`config.mk`:
```
export PLATFORM = sky130hd
export DESIGN_NAME = fifo_drain_demux
export DESIGN_NICKNAME = d
export VERILOG_FILES = /design/src/rtl/fifo_drain_demux.sv
export SDC_FILE = /design/constraint.sdc
export NUM_CORES = 1
export LEC_CHECK = 0
export ABC_AREA = 0
export ABC_CLOCK_PERIOD_IN_PS = 7100
export CORE_MARGIN = 2
export CORE_UTILIZATION = 45
export CTS_CLUSTER_SIZE = 40
export DETAILED_ROUTE_END_ITERATION = 7
export PLACE_DENSITY = 0.82
export RECOVER_POWER = 50
export REMOVE_ABC_BUFFERS = 1
export SKIP_CTS_REPAIR_TIMING = 1
export SLEW_MARGIN = 20
export SYNTH_ARGS = -nofsm -noshare
export SYNTH_HDL_FRONTEND = slang
export SYNTH_SLANG_ARGS = --single-unit
export TNS_END_PERCENT = 10
```
`constraint.sdc`:
```
create_clock -name clk -period 7.1 [get_ports clk]
set_clock_uncertainty 0.15 [all_clocks]
set_input_delay 0.71 -clock clk [delete_from_list [all_inputs] [get_ports clk]]
set_output_delay 0.71 -clock clk [all_outputs]
set_load 0.02 [all_outputs]
```
`src/rtl/fifo_drain_demux.sv`:
```
// Purpose : drains the upstream data FIFO and steers each word to one of four
//           destination queues chosen by its top two bits, counting deliveries.
// Latency : Fifo_rd in cycle N -> push/data_out valid in cycle N+2 when unblocked.
// Backpr. : dest_full stalls reads; a 2-entry in-order hold buffer absorbs the
//           word already in flight; a blocked head stalls everything behind it.
//
// Ports:
//   clk, reset         clock; asynchronous active-low reset
//   enable             permits new FIFO reads
//   Fifo_empty         upstream FIFO empty flag
//   Fifo_Data_out      upstream read data, qualified by valid_read
//   valid_read         Fifo_Data_out carries a popped word this cycle
//   dest_full          per-destination almost-full (bit d = destination d)
//   Fifo_rd            combinational pop request to the upstream FIFO
//   data_out, push     registered delivered word and one-hot write strobe
//   hold_cnt           hold buffer occupancy (0..2)
//   pkt_cnt            per-destination delivered-word counters, wrapping
module fifo_drain_demux #(
  parameter int BITNUMBER = 6,
  parameter int CNT_WIDTH = 8
) (
  input  logic                   clk,
  input  logic                   reset,
  input  logic                   enable,
  input  logic                   Fifo_empty,
  input  logic [BITNUMBER-1:0]   Fifo_Data_out,
  input  logic                   valid_read,
  input  logic [3:0]             dest_full,
  output logic                   Fifo_rd,
  output logic [BITNUMBER-1:0]   data_out,
  output logic [3:0]             push,
  output logic [1:0]             hold_cnt,
  output logic [4*CNT_WIDTH-1:0] pkt_cnt
);

  // IDLE/RUN are informational; HOLD is exactly "hold buffer non-empty" and
  // is what the datapath uses to decide between direct and buffered delivery.
  typedef enum logic [1:0] {
    IDLE = 2'd0,
    RUN  = 2'd1,
    HOLD = 2'd2
  } state_t;

  state_t               state_q;
  state_t               state_nxt;

  // hold0_q is the head (oldest word), hold1_q the tail.
  logic [BITNUMBER-1:0] hold0_q;
  logic [BITNUMBER-1:0] hold1_q;
  logic [BITNUMBER-1:0] hold0_nxt;
  logic [BITNUMBER-1:0] hold1_nxt;
  logic [1:0]           cnt_nxt;

  logic                 buf_busy;
  logic [1:0]           arr_dest;
  logic [1:0]           head_dest;

  logic                 dlv_vld;
  logic [BITNUMBER-1:0] dlv_dat;
  logic [1:0]           dlv_dest;
  logic [3:0]           dlv_onehot;

  logic [CNT_WIDTH-1:0] cnt_q [4];

  assign arr_dest  = Fifo_Data_out[BITNUMBER-1 -: 2];
  assign head_dest = hold0_q[BITNUMBER-1 -: 2];
  assign buf_busy  = (state_q == HOLD);

  // Reads stop as soon as anything is buffered or any destination is nearly
  // full, so at most one more word can already be in flight -> depth 2 suffices.
  // The reset term keeps the pop request quiet while reset is held.
  assign Fifo_rd = reset & enable & ~Fifo_empty & (hold_cnt == 2'd0)
                 & (dest_full == 4'b0000);

  // Delivery selection and hold buffer update. The head drains first; an
  // arriving word is then delivered directly only if nothing was buffered,
  // otherwise it joins the tail behind whatever remains.
  always_comb begin
    dlv_vld   = 1'b0;
    dlv_dat   = '0;
    hold0_nxt = hold0_q;
    hold1_nxt = hold1_q;
    cnt_nxt   = hold_cnt;

    if (buf_busy && !dest_full[head_dest]) begin
      dlv_vld   = 1'b1;
      dlv_dat   = hold0_q;
      hold0_nxt = hold1_q;
      cnt_nxt   = hold_cnt - 2'd1;
    end

    if (valid_read) begin
      if (!buf_busy && !dest_full[arr_dest]) begin
        dlv_vld = 1'b1;
        dlv_dat = Fifo_Data_out;
      end else if (cnt_nxt == 2'd0) begin
        hold0_nxt = Fifo_Data_out;
        cnt_nxt   = 2'd1;
      end else if (cnt_nxt == 2'd1) begin
        hold1_nxt = Fifo_Data_out;
        cnt_nxt   = 2'd2;
      end
      // A third word with a full, blocked buffer is an upstream protocol
      // violation; it is dropped and never counted.
    end
  end

  assign dlv_dest   = dlv_dat[BITNUMBER-1 -: 2];
  assign dlv_onehot = 4'b0001 << dlv_dest;

  // Mode tracking: HOLD mirrors the next buffer occupancy, so HOLD falls back
  // to RUN/IDLE in the cycle after the last entry drains.
  always_comb begin
    state_nxt = state_q;
    if (cnt_nxt != 2'd0) begin
      state_nxt = HOLD;
    end else if (Fifo_rd || valid_read) begin
      state_nxt = RUN;
    end else begin
      state_nxt = IDLE;
    end
  end

  always_ff @(posedge clk or negedge reset) begin
    if (!reset) begin
      state_q  <= IDLE;
      hold_cnt <= 2'd0;
      hold0_q  <= '0;
      hold1_q  <= '0;
      push     <= 4'b0000;
      data_out <= '0;
    end else begin
      state_q  <= state_nxt;
      hold_cnt <= cnt_nxt;
      hold0_q  <= hold0_nxt;
      hold1_q  <= hold1_nxt;
      push     <= dlv_vld ? dlv_onehot : 4'b0000;
      if (dlv_vld) begin
        data_out <= dlv_dat;
      end
    end
  end

  // Delivered-word counters, wrapping naturally at 2^CNT_WIDTH.
  always_ff @(posedge clk or negedge reset) begin
    if (!reset) begin
      for (int d = 0; d < 4; d++) begin
        cnt_q[d] <= '0;
      end
    end else begin
      for (int d = 0; d < 4; d++) begin
        if (dlv_vld && (dlv_dest == d[1:0])) begin
          cnt_q[d] <= cnt_q[d] + CNT_WIDTH'(1);
        end
      end
    end
  end

  for (genvar g = 0; g < 4; g++) begin : g_pkt_cnt
    assign pkt_cnt[g*CNT_WIDTH +: CNT_WIDTH] = cnt_q[g];
  end

endmodule

```
-- Yosys cells after proc, flatten, opt, wreduce, memory -nomap -nowiden
Index checks and enable logic that the tools add are counted.
Widths: inputs -> output; s select.
- equal/unequal tests: 5
- bitwise logic cells: 7
- shifts and indexed selects: 1
- $lt $le $gt $ge: 2
- add/subtract/negate cells: 5
- reductions and logical operators: 16
- multiplexer cells: 22
- operators with widths (kind ; number):
    $mux 6 ; 7
    $add 8x1->8 const B ; 4
    $mux 2 ; 6
    $eq 2x2->1 const B ; 3
    $logic_and 1x1->1 ; 6
    $logic_not 2->1 ; 3
    $lt 2x3->1 const B ; 2
    $mux 1 ; 6
    $and 1x1->1 ; 4
    $bmux 1 s2 ; 2
    $eq 2x1->1 const B ; 2
    $logic_not 4->1 ; 1
    $mux 4 ; 1
    $reduce_and 4->1 ; 1
    $shl 1x2->4 const A ; 1
    $logic_not 1->1 ; 3
    $not 1->1 ; 3
    $reduce_bool 2->1 ; 1
    $sub 2x1->2 const B ; 1
    $logic_or 1x1->1 ; 1
- register bits: 58
- logic and storage cells: 68
- output and inout port bits: 45

-- Depth between registers and ports, before layout
Gate-level depths: netlist (run 1).
- depth in word-level cells: 12
- mapped depth: 10
- mapped depth without buffers: 8

-- Worst setup path before layout (run 1)
Ideal clock, no wire load.
- path type: in2reg
- from: input dest_full[3]
- to: register hold1_q[0]
- setup time: 0.125 ns
- buffers on the path: 1
- slack: 4.344 ns
- stages: 8
- arrival: 2.482 ns
- data required time: 6.825 ns
- cells stage by stage: mux2_2 o22ai_4 buf_2 nand2_1 o21ai_0 ha_1 nand3b_1 mux2_2
- word-level cells in the longest chain between the ends: 8
- elaborated cells on any way between the ends: 14
- those cells by class: eq/ne (1); mux (5); bitwise (2); reduce/logical (6)
- ends and longest elaborated chain (item ; line ; text):
    start, declared ; 28 ; input logic [3:0] dest_full,
    $bmux 1 s2 ; 85 ; if (buf_busy && !dest_full[head_dest]) begin
    $mux 1 (implied by the code) ; 85 ;
    $logic_not 1->1 ; 85 ;
    $logic_and 1x1->1 ; 85 ;
    $mux 2 ; 85 ;
    $logic_not 2->1 ; 96 ; end else if (cnt_nxt == 2'd0) begin
    $not 1->1 (no line) ; - ;
    $reduce_and 4->1 (no line) * ; - ;
    end signal, assigned ; 136 ; hold1_q <= hold1_nxt;
    end, declared ; 49 ; logic [BITNUMBER-1:0] hold1_q;
Mark *: on every way between the ends. The rest lies on a longest branch, timed or not. The select of a mux whose other input is x is not followed.
A chain may end at the register's enable or synchronous reset.

-- Worst setup path after layout (run 1)
- from: input dest_full[1]
- to: output Fifo_rd
- word-level cells in the longest chain between the ends: 2
- ends and longest elaborated chain (item ; line ; text):
    $logic_not 4->1 ; 73 ; & (dest_full == 4'b0000);
    $and 1x1->1 ; 73 ;
    end, declared ; 29 ; output logic Fifo_rd,
Every way passes these cells.

==> results of run 1 <==
==> power by group <==
group / switching, uW / internal [uW] / total [uW]
clock: 129 / 253 / 381
combinational: 387 / 322 / 709
sequential: 112 / 457 / 569
==> sequential cells by signal, summed over array words and instances, names as in the netlist <==
name and count:
pkt_cnt 32, push 4, data_out 6, hold_cnt 2
hold1_q 6, state_q 2, hold0_q 6
==> stage by stage <==
step	hold WS (ns)	area (um2)	setup WS, ns	util, %
2_1_floorplan	0.264	2780	4.40	-
3_3_place_gp	0.308	3470	3.68	58.2
3_5_place_dp	0.306	3470	3.62	58.2
4_1_cts	0.318	3720	3.63	62.4
5_1_grt	0.336	3720	3.59	62.4
6_report	0.310	3720	3.63	62.4
==> worst max-delay path, delay by kind of cell <==
family | cells | cell delay (ns)
buffers and inverters | 2 | 1.12
AND/OR/NAND/NOR | 2 | 0.77
==> cells by family (layout without fill, tap and decap cells) <==
logic type | after synthesis | after routing
flip-flops | 58 | 58
multiplexers | 21 | 21
AO/OA/AOI/OAI | 25 | 25
adder cells (fa/ha/maj) | 7 | 7
XOR/XNOR | 29 | 29
buffers and inverters | 10 | 82
AND/OR/NAND/NOR | 90 | 90
==> per-layer routing <==
layer	part of all wire [%]	vias to the layer above
met1	45	1015
met3	5.0	11
met2	48	69
li1	-	997
met4	1.6	0
met5	0	-
==> final timing paths <==
check,to,slack (ns),start,cells past startpoint
worst max-delay path,Fifo_rd,3.63,dest_full[1],4
worst min-delay path,pkt_cnt[15],0.31,pkt_cnt[15],1
worst max register to register,hold1_q[2],4.31,hold0_q[5],7
worst min register to register,pkt_cnt[15],0.31,pkt_cnt[15],1
max in group asynchronous,pkt_cnt[29],5.93,reset,2
min in group asynchronous,data_out[2],0.37,reset,2
==> placed cells by master (no fill, tap or decap), types with 3 or more instances in the layout <==
cell type and n:
inv_1 6, nor4_1 3, nor4_2 3, clkbuf_8 11, and2_1 4, xnor2_1 11
nor2_1 12, mux2_2 12, xor2_1 18, o21ai_0 8, nor3_1 5, a22oi_1 4
and3_1 4, dlygate4sd3_1 22, dfrtp_1 58, bufinv_16 3, nand2_1 30, ha_1 7
nand3_1 6, nand4_1 7, mux2i_1 8, clkdlybuf4s50_1 36
==> final cells by class <==
cell class              instances  area share (%)
flip-flops and latches         58            39.0
clock inverters                 4            2.62
multi-input cells             172            35.1
repair buffers                 60            15.9
well taps                      75            2.52
clock buffers                  12            4.17
inverters                       6           0.606
==> results.md, run 1 <==
- The flow ran to the end, and the final reports show no timing, DRC or antenna violations.
- After synthesis, the largest family of logic cells by area is simple AND/OR/NAND/NOR gates.
- The data required time of the worst path is 6.24 ns.
- Clock-pin slew was measured on the worst setup and hold paths at 0.06 ns.
- For met3 alone, demand over resource in global routing was 4.27%.
- The critical path is of the input pin to output pin type.
- The number of placed instances, taps included, is 371.
- The number of iterations in the first detailed-routing pass is 5.
- The placeable core region is 0.00596 mm2.
- The pin count of the biggest net entering global routing is 60.
- The clock tree from TritonCTS is built.
- The async set or reset register ratio after synthesis is 100%.
- The multi-input logic area is 0.00131 mm2.
- The count of mapped cells out of synthesis is 240.
- Once detail routing completed, the nets flagged for antenna violations numbered 0.
- Summed over all layers, the routed wires come to 5920 um.
- In the final design database the tool counted 329 nets.
- The synthesized design devotes to its leading area cell type 51.8% of total area.
- The die is 82.9 um tall.
- The initialized floorplan defines 28 standard-cell rows.
- The die area is 0.00688 mm2.
- The post-synthesis share of cell area spent on and, or, nand and nor gates is 19.0%.
- Data arrives at the worst endpoint at 2.61 ns.
- Compared with the post-synthesis result, the final layout area differs by 32.6%.
- Across the VDD grid, the largest voltage drop is 0.281 mV.
- The via-per-instance ratio is 5.41.
- After routing, the total negative slack on setup checks comes to 0 ns.
- In this run the count of I/O pins placed on the die edge is 60.
- The max-capacitance violation count is 0.
- Detailed routing inserted a total of 2092 vias.
- The smallest clock period supported by the final layout is computed as 3.47 ns.
- By instance count, the cell type seen most on the critical path is clkdlybuf4s50_1.
- The number of levels the H-tree was split into is 3.
- Traced cell by cell, the critical path runs through clkdlybuf4s50_1 > or4_1 > nor2_1 > clkdlybuf4s50_1.
- The clock root buffer is clkbuf_8.
- The reported leakage power is 0.00169 uW.
- The path type of the worst min-delay path is flop to flop.
- Summing the areas of all fa, ha and maj instances in the mapped netlist gives 3.12% of the synthesized area.
- Along the worst path, the maximum fanout reaches 6.
- The library cell with the highest instance count after synthesis is dfrtp_1.
- The most used flip-flop cell after synthesis is dfrtp_1.
- In this run the most used layer during global routing was met2.
- Static timing analysis puts the maximum clock frequency at 0.288 GHz.
- The half-perimeter wire length after placement is 4270 um.
- The clock insertion delay at the later pin of the skew report is 0.33 ns.
- The antenna diode count is 0.
- Setup violations remaining at the end of the flow were counted as 0.
- Routability-driven placement finished with a final weighted congestion of 0.802.
- Setup repair after global routing left no endpoint under its margin.
- The post-synthesis sequential area ratio is 51.8%.
- At the pin with the least slew margin, the transition time is 0.734 ns.
- Overall power consumption after layout is estimated at 1660 uW.
- The relative slew slack is 51.1%.
- Global routing consumed, on the met2 layer, 29.2% of the routing resources.
- Counting every sink on the clock net gives 58.
- The via count of the first global-routing pass is 2109.
- After filler insertion, the fill cell instance count of the layout stands at 489.
- The final cell count without fillers is 387.
- In this run the horizontal extent of the chip is 82.9 um.
- The sequential cells in the finished layout cover a total of 0.00145 mm2.
- A synthesized cell averages 11.7 um2.
- Synthesis inferred 58 register bits.
- The number of buffers between clock root and the deepest sink is 2.
- The worst setup path is captured at an output pin.
- In the final layout, the share of cells above drive strength 1 is 14.1%.
- For this block, the initial DRC count from the detailed router was 116.
- In this run the tool buffered the top-level ports with 59 buffer cells.
- After detailed routing, the number of remaining DRC violations is 0.
- The mux share of post-synthesis cell area is 8.48%.
- Summing the areas of all xor and xnor instances in the mapped netlist gives 9.06% of the synthesized area.
- The average routed wire per standard cell is 15.3 um.
- TritonCTS created 9 clock buffers.
- Among all stages on the critical path, the largest delay is contributed by clkdlybuf4s50_1.
- The global-route track usage on met1 is 25.4%.
- Summed over all layers, the global routing overflow is 0.
- The fraction of the cycle the final worst path needs is 48.8%.
- The final max-slew violation count is 0.
- After synthesis, the netlist uses 48 different library cells.
- Global routing used 18.7% of the available tracks.
- The final hold violation count is 0.
- The number of antenna violations at the first check in global routing is 0.
- For this configuration, the core starts out at a cell density of 47.1%.
- In the post-synthesis netlist, the biggest area contributors are dfrtp_1 52%, xor2_1 5.6%, mux2_2 4.8%, nand2_1 4.0%, xnor2_1 3.4%.
- The cell area that synthesis handed to floorplanning was 0.00280 mm2.
- The largest total area in the synthesized netlist belongs to dfrtp_1.
- The power density normalized to cell area is 446 mW/mm2.
- The complex-gate fraction of the synthesized area is 6.92%.
- In this design, the stage delay of the slowest critical-path cell is 0.62 ns.
- The first global-routing pass estimated 10400 um of wire.
- For this run, the number of Yosys warnings is 0.
- The number of enable flip-flop cells after synthesis is 0.
- The element type at the critical path start is an input pin.
- The commonest cells after synthesis are 58 x dfrtp_1, 30 x nand2_1, 18 x xor2_1.
(Power assumes the default switching activity.)
==> run 2, diff against run 1 <==
Settings changed: ABC_CLOCK_PERIOD_IN_PS 7100 to 3410.
Clock period 7.1 ns to 3.41 ns, I/O delays scaled along.
==> run 2 against run 1 <==
Compared with the run above:
- via count is 2.2% lower
- final cell count up 0.52%
- first-iteration DRC count grew 41%
- sequential power rose by 110%
- total power grew 96%
- critical path type unchanged
==> results.md, run 2 (synthesized netlist as in run 1, its figures left out) <==
- The clock share of power is 17.9% (-5.1 points).
- The half-perimeter wire length after placement came to 4120 um (-3.5%).
- The effective utilization at floorplan was 47.1% (unchanged).
- The number of buffers created by CTS came to 9 (unchanged).
- The clock input transition at the sequential cells of the worst setup and hold paths is 0.06 ns (about the same).
- The number of buffers between clock root and the deepest sink is 2 (unchanged).
- The number of clock sinks is 58 (unchanged).
- The share of the core filled with cells in the final layout is 61.4% (-0.99 points).
- The number of setup violations in the final report was 0 (unchanged).
- The transition time at the pin with the least slew margin was 1.42 ns (+0.682 ns).
- The proportion of power drawn by flip-flops and latches is 36.3% (+2.0 points).
- For hold timing, the worst endpoint is pkt_cnt[31].
- The worst reg2reg path startpoint is hold0_q[5].
- The via-per-instance ratio is 5.26 (-2.7%).
- The power density normalized to cell area was 887 mW/mm2 (+99%).
- The post-synthesis to final-layout area growth is 30.5%.
- The total number of nets in the final design was 331 (+0.61%).
- The setup slack of the most critical reg-to-reg path is 0.83 ns (-3.48 ns).
- The standard-cell row count came to 28 (unchanged).
- The global route total overflow is 0 (unchanged).
- The cell depth of the worst flop-to-flop path is 7 (unchanged).
- The path type of the worst min-delay path is flop to flop.
- The worst-path maximum fanout is 6 (unchanged).
- The relative slew slack is 5.56% (-45 points).
- The floorplan die height is 82.9 um (unchanged).
- The capturing element type of the critical path is an output pin.
- The clock root buffer is clkbuf_8.
- The number of antenna violations at the first check in global routing came to 0 (unchanged).
- The count of pins on the block boundary is 60 (unchanged).
- The clock insertion delay at the later pin of the skew report is 0.33 ns (about the same).
- The final hold violation count is 0 (unchanged).
- The critical path class is input pin to output pin.
- The reported leakage power is 0.00167 uW (-1.3%).
- The most frequent standard cell in the layout excluding fill and tap cells is dfrtp_1.
- The share of total power in combinational logic is 45.8% (+3.1 points).
- The number of levels the H-tree was split into is 3 (unchanged).
- The number of nets with antenna violations after detailed routing was 0 (unchanged).
- The hold slack is 0.308 ns (-0.00249 ns).
- The global-route wire length before repair is 9860 um (-5.1%).
- Based on the critical path, the design can be clocked at up to 0.368 GHz.
- The total detailed-routing wirelength is 5680 um (-3.9%).
- After layout, the minimum clock period comes to 2.71 ns.
- In the layout the commonest cells are 58 x dfrtp_1, 36 x clkdlybuf4s50_1, 30 x nand2_1.
- The die area is 0.00688 mm2 (unchanged).
- The cell-internal power is 1960 uW (+90%).
- The total via count after detailed routing is 2047 (-2.2%).
- The run finished with clean final reports.
- The remaining design rule violation count is 0 (unchanged).
- The via count of the first global-routing pass is 2080 (-1.4%).
- The data required time of the worst path came to 2.92 ns (-3.32 ns).
- The antenna diode count is 0 (unchanged).
- The placeable core region is 0.00596 mm2 (unchanged).
- The number of stages on the worst hold path is 1 (unchanged).
- The violation count after the first detailed-routing iteration is 163 (+41%).
- The max-capacitance violation count is 0 (unchanged).
- The arrival time at the worst endpoint is 2.22 ns (-0.39 ns).
- Of the available clock period, the critical path in the final layout requires 79.6%.
- The pin count of the biggest net entering global routing is 59 (-1.7%).
- The flip-flop count of the largest register, all copies and words added is 32 (unchanged).
- The clock tree from TritonCTS is built.
- The ratio of cells with drive above 1 in the final layout was 14.0% (-0.090 points).
- The setup TNS after final layout was 0 ns (unchanged).
- The net switching fraction of the power is 39.7% (+1.9 points).
- The switching power total is 1290 uW (+110%).
- The number of I/O port buffers is 59 (unchanged).
- The number of iterations in the first detailed-routing pass is 4 (-1).
- The largest voltage drop on the vdd net is 0.463 mV (+65%).
- The final max-slew violation count is 0 (unchanged).
- The average routed wire per standard cell is 14.6 um (-4.4%).
- STA classifies the critical path startpoint as an input pin.
- The critical hold path startpoint is pkt_cnt[31].
- The global router's overall resource usage is 17.7% (-0.96 points).
- The reg-to-reg endpoint is hold1_q[0].
- The weighted congestion reported at the end of routability-driven placement was 0.864 (+7.7%).
- Setup repair after global routing left no endpoint under its margin.
- The width of the chip is 82.9 um (unchanged).
run 2: metrics by stage:
| step | setup WS, ns | instance area (um2) | total power [uW] | instances |
|---|---|---|---|---|
| finish | 0.695 | 3660 | 3250 | 389 |
| global route | 0.615 | 3660 | 3480 | 389 |
| CTS | 0.708 | 3660 | 3310 | 389 |
| detailed placement | 0.515 | 3480 | 2720 | 373 |
| global placement | 0.590 | 3480 | 2670 | 373 |
| floorplan | 0.900 | 2780 | 2120 | 236 |
run 2: layer usage:
layer,track usage (%),wire length (um)
met2,26.5,2590
met4,8.05,93
met3,4.67,243
met1,24.2,2750
met5,0,0
run 2: area by class of cell:
class / instances / area (um2)
repair buffers: 62 / 604
clock buffers: 14 / 173
fillers: 487 / 2300
inverters: 6 / 22.5
flip-flops and latches: 58 / 1450
clock inverters: 2 / 10.0
multi-input cells: 172 / 1310
well taps: 75 / 93.8
run 2: worst max path at each step:
stage	from	endpoint	slack [ns]	cells past startpoint
floorplan	hold0_q[5]	hold1_q[0]	0.90	7
CTS	dest_full[1]	Fifo_rd	0.71	4
detailed placement	dest_full[3]	hold1_q[0]	0.52	8
global placement	Fifo_Data_out[4]	pkt_cnt[1]	0.59	6
finish	dest_full[1]	Fifo_rd	0.70	4
global route	dest_full[1]	Fifo_rd	0.62	4
run 2: critical path, cell delays in order:
cell and delay, ns:
clkdlybuf4s50_1 0.51, or4_1 0.58, nor2_1 0.16, clkdlybuf4s50_1 0.62
run 2: power by group through the flow:
stage,Combinational (uW),Clock (uW),Sequential (uW)
4_1_cts,1530,595,1180
2_1_floorplan,753,0,1370
3_5_place_dp,1520,0,1200
5_1_grt,1630,633,1220
6_report,1490,583,1180
3_3_place_gp,1470,0,1190
==> run 3, diff against run 2 <==
Settings changed: ABC_CLOCK_PERIOD_IN_PS 3410 to 2450, PLACE_DENSITY 0.82 to 0.85.
Clock period 3.41 ns to 2.45 ns, I/O delays scaled along.
==> run 3 against run 2 <==
Compared with the run above:
- the flow now finishes with violations (setup timing)
- design area up 5.9%
- worst setup slack worse by 0.73 ns
- sequential cell count unchanged
- largest cell class unchanged
- first-iteration DRC count down 58%
- register-to-register slack worse by 0.86 ns
- combinational power increased by 52%
- sequential power up 40%
==> results.md, run 3 (synthesized netlist as in run 1, its figures left out) <==
- The flow ran to the end, but the final reports show violations.
- The final reports fail on setup timing.
- The clock tree from TritonCTS is built.
- The power density normalized to cell area was 1240 mW/mm2 (+40%).
- The relative slew slack is 4.41% (-1.2 points).
- Among cell families on the critical path, the largest total delay comes from simple AND/OR/NAND/NOR gates.
- The final non-filler cell area is 0.00388 mm2 (+5.9%).
- The antenna diode count is 0 (unchanged).
- The number of I/O port buffers is 59 (unchanged).
- The fraction of the cycle the final worst path needs is 101%.
- The worst setup path is captured at a flop.
- The global route total overflow is 0 (unchanged).
- The element type at the critical path start is a flop.
- The arrival time at the worst endpoint came to 2.55 ns (+0.33 ns).
- The overall power is 4800 uW (+48%).
- The global-route wire length before repair is 10500 um (+6.4%).
- The ratio of cells with drive above 1 in the final layout is 21.2% (+7.2 points).
- Compared with the post-synthesis result, the final layout area differs by 38.3%.
- The critical path class is flop to flop.
- The max-capacitance violation count was 0 (unchanged).
- The total via count after detailed routing is 2209 (+7.9%).
- The pin count of the biggest net entering global routing is 59 (unchanged).
- The sum of buffers and inverters on the critical path is 0 (-2).
- The width of the chip is 82.9 um (unchanged).
- The half-perimeter wire length after placement is 4400 um (+7.0%).
- The data required time of the worst path is 2.52 ns (-0.40 ns).
- The transition time at the pin with the least slew margin is 1.43 ns (+0.0173 ns).
- The total detailed-routing wirelength was 6110 um (+7.5%).
- The final max-slew violation count is 0 (unchanged).
- The number of nets with antenna violations after detailed routing is 0 (unchanged).
- The via count of the first global-routing pass came to 2209 (+6.2%).
- The path type of the worst min-delay path is input pin to flop.
- The clock insertion delay at the later pin of the skew report came to 0.33 ns (about the same).
- The weighted congestion reported at the end of routability-driven placement is 0.839 (-2.9%).
- The via-per-instance ratio is 5.32 (+1.2%).
- The number of levels the H-tree was split into is 3 (unchanged).
- The footprint of the flip-flops and latches is 0.00145 mm2 (about the same).
- The count of fill cells added during filler insertion is 473 (-2.9%).
- The placed cell area was 0.00368 mm2 (+5.6%).
- The slowest library cell on the worst path is or3b_2.
- The multi-input logic area is 0.00131 mm2 (+0.29%).
- The placeable core region is 0.00596 mm2 (unchanged).
- The number of setup violations in the final report is 6 (+6).
- The library cell used most frequently in the layout, excluding fill and tap cells, is dfrtp_1.
- The top cell types in the final layout, fill and taps aside, are 57 x dfrtp_1, 38 x clkdlybuf4s50_1, 30 x nand2_1.
- The number of antenna violations at the first check in global routing came to 0 (unchanged).
- The critical path goes through or3b_2 > o22ai_4 > nand2_1 > o21ai_0 > ha_2 > nand3b_1 > mux2_2.
- In this run the clock root is driven by a clkbuf_8.
- The remaining design rule violation count is 0 (unchanged).
- The number of buffers between clock root and the deepest sink is 2 (unchanged).
- The global router's overall resource usage is 19.1% (+1.3 points).
- The violation count after the first detailed-routing iteration is 68 (-58%).
- Setup repair after global routing could not meet its margin everywhere.
- The clock input transition at the sequential cells of the worst setup and hold paths is 0.07 ns (about the same).
- The total number of nets in the final design is 357 (+7.9%).
- The worst path in the final design needs a cycle of 2.48 ns, including I/O delays and setup.
- The final cell count without fillers is 415 (+6.7%).
- The worst stage delay on the critical path is 0.51 ns (-0.11 ns).
- The count of pins on the block boundary is 60 (unchanged).
- The peak clock frequency supported by timing is 0.403 GHz.
- The total placed cells including tap cells is 399 (+7.0%).
- The die area is 0.00688 mm2 (unchanged).
- The standard-cell row count was 28 (unchanged).
- The number of iterations in the first detailed-routing pass is 4 (unchanged).
- The reported leakage power is 0.00181 uW (+8.6%).
- The final hold violation count is 0 (unchanged).
- The share of the core filled with cells in the final layout was 65.1% (+3.7 points).
- The floorplan die height is 82.9 um (unchanged).
- The hold slack was 0.217 ns (-0.0915 ns).
- The flip-flop count of the largest register, all copies and words added is 32 (unchanged).
- The number of clock sinks came to 58 (unchanged).
- The average routed wire per standard cell is 14.7 um (+0.73%).
- The effective utilization at floorplan is 47.1% (unchanged).
- The number of buffers created by CTS is 9 (unchanged).
- The largest voltage drop on the vdd net is 0.774 mV (+67%).
- The worst setup margin is -0.0316 ns (-0.727 ns).
- The worst-path maximum fanout is 6 (unchanged).
==> run 3: cell types whose count changed in the layout (fill, tap and decap cells not counted), sizes merged <==
| cell | change |
|---|---|
| buf | +26 |
| bufinv | +1 |
| clkdlybuf4s50 | +2 |
| clkinv | -1 |
| dlygate4sd3 | -3 |
| dlymetal6s2s | +1 |
==> run 3: worst paths after layout <==
kind | from | endpoint | slack (ns) | cells past startpoint
worst max-delay path | state_q[0] | hold1_q[3] | -0.03 | 7
worst min-delay path | reset | state_q[0] | 0.22 | 5
worst max register to register | state_q[0] | hold1_q[3] | -0.03 | 7
worst min register to register | pkt_cnt[31] | pkt_cnt[31] | 0.31 | 1
max in group asynchronous | reset | hold0_q[4] | 0.95 | 2
min in group asynchronous | reset | hold0_q[3] | 0.26 | 2
==> run 3: layout make-up <==
cell class	instances	area share, %
flip-flops and latches	58	37.5
multi-input cells	172	33.8
repair buffers	88	20.7
clock buffers	14	4.19
well taps	75	2.42
clock inverters	2	0.904
inverters	6	0.581
==> run 3: worst min-delay path: stages <==
cell and delay, ns:
clkbuf_1 0.10, nand4b_1 0.10, nor2_1 0.05, nor2_1 0.11
nor2_1 0.05
==> run 3: layer usage <==
| layer | up-vias | GRT usage (%) | share of wire, % |
|---|---|---|---|
| li1 | 1046 | - | - |
| met5 | - | 0 | 0 |
| met3 | 15 | 5.17 | 5.4 |
| met1 | 1086 | 24.5 | 45 |
| met2 | 62 | 29.8 | 47 |
| met4 | 0 | 9.39 | 2.4 |
==> run 3: through the flow <==
| stage | setup WS (ns) | setup TNS (ns) |
|---|---|---|
| after floorplan | -0.0604 | -0.362 |
| final | -0.0316 | -0.111 |
| after global routing | -0.107 | -0.595 |
| after global placement | -0.109 | -0.665 |
| after CTS | -0.125 | -0.349 |
| after detailed placement | -0.172 | -1.89 |
==> run 3: power by group <==
group | total (uW) | switching, uW | internal, uW | leakage (uW)
clock | 890 | 365 | 525 | 0.000101
sequential | 1650 | 321 | 1330 | 0.000733
combinational | 2260 | 1160 | 1100 | 0.000976
==> edit, RTL diff (config.mk and constraints of run 3) <==
`BITNUMBER`: 6 -> 3.
--- a/src/rtl/fifo_drain_demux.sv
+++ b/src/rtl/fifo_drain_demux.sv
@@ -16,7 +16,7 @@
 //   hold_cnt           hold buffer occupancy (0..2)
 //   pkt_cnt            per-destination delivered-word counters, wrapping
 module fifo_drain_demux #(
-  parameter int BITNUMBER = 6,
+  parameter int BITNUMBER = 3,
   parameter int CNT_WIDTH = 8
 ) (
   input  logic                   clk,
Interface: changed (resized Fifo_Data_out and data_out); port bits go from 60 to 54. No check against the original RTL was run, so the function may have changed too.
==> edit against run 3 <==
Wire length decreased by 20%. Sequential cell count shrank 9. Count of clock-buffer cells in the layout is 7 lower. Total power fell by 19%. Die area shrank 14%. Hold slack better by 0.10 ns. Setup slack improved by 0.18 ns. Fmax is 7.6% higher. Sequential share of layout area down 0.059 points. Global-route usage shrank 1.2 points. Area after synthesis down 14%. Design area is 15% lower. Combinational power is 14% lower.
==> edit: results (changes against run 3) <==
Run status
The flow ran to the end, and the final reports show no timing, DRC or antenna violations.

Critical path
The data arrival time of the critical path is 2.35 ns (-0.20 ns). The largest stage delay on the critical path is 0.43 ns (-0.08 ns). The worst register-to-register path begins at state_q[0]$_DFF_PN0_. The worst flop-to-flop path endpoint is hold1_q[1]$_DFFE_PN0P_. In this design, the largest share of critical-path delay is due to simple AND/OR/NAND/NOR gates. The worst-path cell with the longest stage delay is or3b_4.

The highest fanout seen on the critical path is 4 (-2). The depth of the worst register-to-register path was 7 (unchanged). The reg-to-reg setup timing slack was 0.14 ns (+0.18 ns).

Place
The worst setup slack before clock tree synthesis is -0.115 ns (+0.0575 ns). The quantity of I/O buffers inserted on ports was 53 (-10%). The routability-driven placement congestion ratio is 0.863 (+2.9%).

The detailed placement HPWL is 3660 µm (-17%). The post-detailed-placement cell area was 3130 µm² (-15%).

Yosys
The arithmetic-cell share of the synthesized area counting full adders, half adders and majority gates came to 3.64% (+0.52 points). Sorting the synthesized cells by how often they occur yields dfrtp_1 (49), xnor2_1 (18), nand2_1 (14). The compound-cell area share of the yosys netlist was 7.34% (+0.42 points). The mux contribution to synthesized area is 7.81% (-0.67 points).

The xor and xnor fraction of the mapped netlist area came to 10.6% (+1.5 points). The post-synthesis cell type count came to 45 (-6.3%). The share of synthesized flip-flops with an asynchronous set or reset is 100% (unchanged). The sequential-to-total area share from yosys stat came to 51.0% (-0.75 points).

By area the synthesized netlist is led by dfrtp_1 (51%), xnor2_1 (6.6%), xor2_1 (4.0%), mux2_2 (3.7%), ha_1 (3.6%).

Route
The total iterations of the first detailed-routing run is 4 (unchanged). The number of vias per cell after detailed routing is 5.22 (-2.0%). The number of DRC violations after detailed-routing iteration 0 is 52 (-24%).

The post-detailed-route wirelength per cell is 13.9 µm (-5.5%).

Global routing
The initial antenna violation count came to 0 (unchanged). The total overflow reported by the global router is 0 (unchanged). The wire length of the first global-routing pass was 8530 µm (-19%).

The aggregate global-route resource usage is 17.8% (-1.2 points). The number of global-route vias before repair came to 1,911 (-13%). The pin count of the biggest net entering global routing was 50 (-15%).

Hold path
The worst min-delay path category is flop to flop. The number of cells traversed by the worst hold path is 1 (-4). The startpoint identified for the worst hold timing path is pkt_cnt[31]$_DFFE_PN0P_. The worst min-delay path endpoint is pkt_cnt[31]$_DFFE_PN0P_.

Clocking
The number of H-tree levels is 2 (-1). The master cell of the clock root buffer is clkbuf_8. The maximum root-to-sink buffer count is 2 (unchanged). The clock latency reported for the late side of the worst-skew pair came to 0.30 ns (-0.03 ns). The number of CTS-inserted buffers is 5 (-4).

Power
The largest vdd supply drop is 0.683 mV (-12%). The leakage dissipation was 1.52 nW (-16%).

Cells and area
The area of the multi-input gates is 1160 µm² (-11%). The number of antenna diodes came to 0 (unchanged). The number of nets in the layout is 299 (-16%).

The number of fillers in the final layout was 440 (-7.0%). The share of cells above drive strength 1 is 17.4% (-3.7 points). The flip-flop count of the largest register after layout is 32 (unchanged).

STA
The max-slew headroom at the worst pin is 22.7% (+18 points). The worst hold-check slack is 0.318 ns (+0.101 ns).
## edit: changes by cell type after synthesis, moves of 3 or more
cell / run 3 / this run
a22oi_1: 4 / 0
nand3_1: 6 / 12
mux2_2: 12 / 8
xor2_1: 18 / 11
and4_1: 1 / 5
nand2_1: 30 / 14
nor4_1: 3 / 0
dfrtp_1: 58 / 49
xnor2_1: 11 / 18
## edit: cell families (layout without fill, tap and decap cells)
| kind of cell | Yosys count | count (layout) |
|---|---|---|
| fa+ha+maj | 7 | 7 |
| mux | 16 | 16 |
| simple gates | 75 | 75 |
| buf+inv | 6 | 84 |
| flops | 49 | 49 |
| compound gates | 21 | 21 |
| xor+xnor | 29 | 29 |
## edit: worst max-delay path by stage
stage | depth (start not counted) | slack, ns | end | startpoint
2_1_floorplan | 7 | 0.16 | hold1_q[0]$_DFFE_PN0P_ | state_q[0]$_DFF_PN0_
3_3_place_gp | 8 | -0.01 | hold1_q[0]$_DFFE_PN0P_ | dest_full[1]
3_5_place_dp | 8 | -0.11 | hold1_q[0]$_DFFE_PN0P_ | dest_full[1]
4_1_cts | 7 | -0.05 | hold1_q[0]$_DFFE_PN0P_ | state_q[0]$_DFF_PN0_
5_1_grt | 7 | 0.05 | hold1_q[0]$_DFFE_PN0P_ | state_q[0]$_DFF_PN0_
6_report | 7 | 0.14 | hold1_q[1]$_DFFE_PN0P_ | state_q[0]$_DFF_PN0_
## edit: metrics by stage
stage	setup TNS (ns)	instances
6_report	0	351
5_1_grt	0	351
2_1_floorplan	0	201
4_1_cts	-0.139	349
3_3_place_gp	-0.0365	341
3_5_place_dp	-0.345	341
## edit: worst register-to-register path, cell delays in order (launching register included)
cell,delay [ns]
dfrtp_1,0.41
or3b_4,0.43
a2bb2oi_2,0.19
xnor2_2,0.23
inv_1,0.07
ha_1,0.20
nand3b_1,0.16
mux2_2,0.35
## edit: final cells by class
cell class | instances | area share (%)
Timing Repair Buffer | 72 | 20.4
Multi-Input combinational cell | 148 | 35.5
Clock buffer | 7 | 2.63
Sequential cell | 49 | 37.4
Inverter | 4 | 0.458
Tap cell | 70 | 2.67
Clock inverter | 1 | 0.916
## edit: power breakdown
part	leakage, nW	internal, W	switching [W]
Clock	0.0585	0.000333	0.000255
Sequential	0.622	0.00110	0.000280
Combinational	0.841	0.000962	0.000982
## edit: per-layer routing
| metal | routed length [µm] | track usage (%) | up-vias |
|---|---|---|---|
| met5 | 0 | 0 | - |
| met4 | 123 | 8.21 | 0 |
| met3 | 191 | 4.82 | 15 |
| met2 | 2430 | 30.5 | 52 |
| met1 | 2130 | 20.9 | 887 |
| li1 | - | - | 877 |
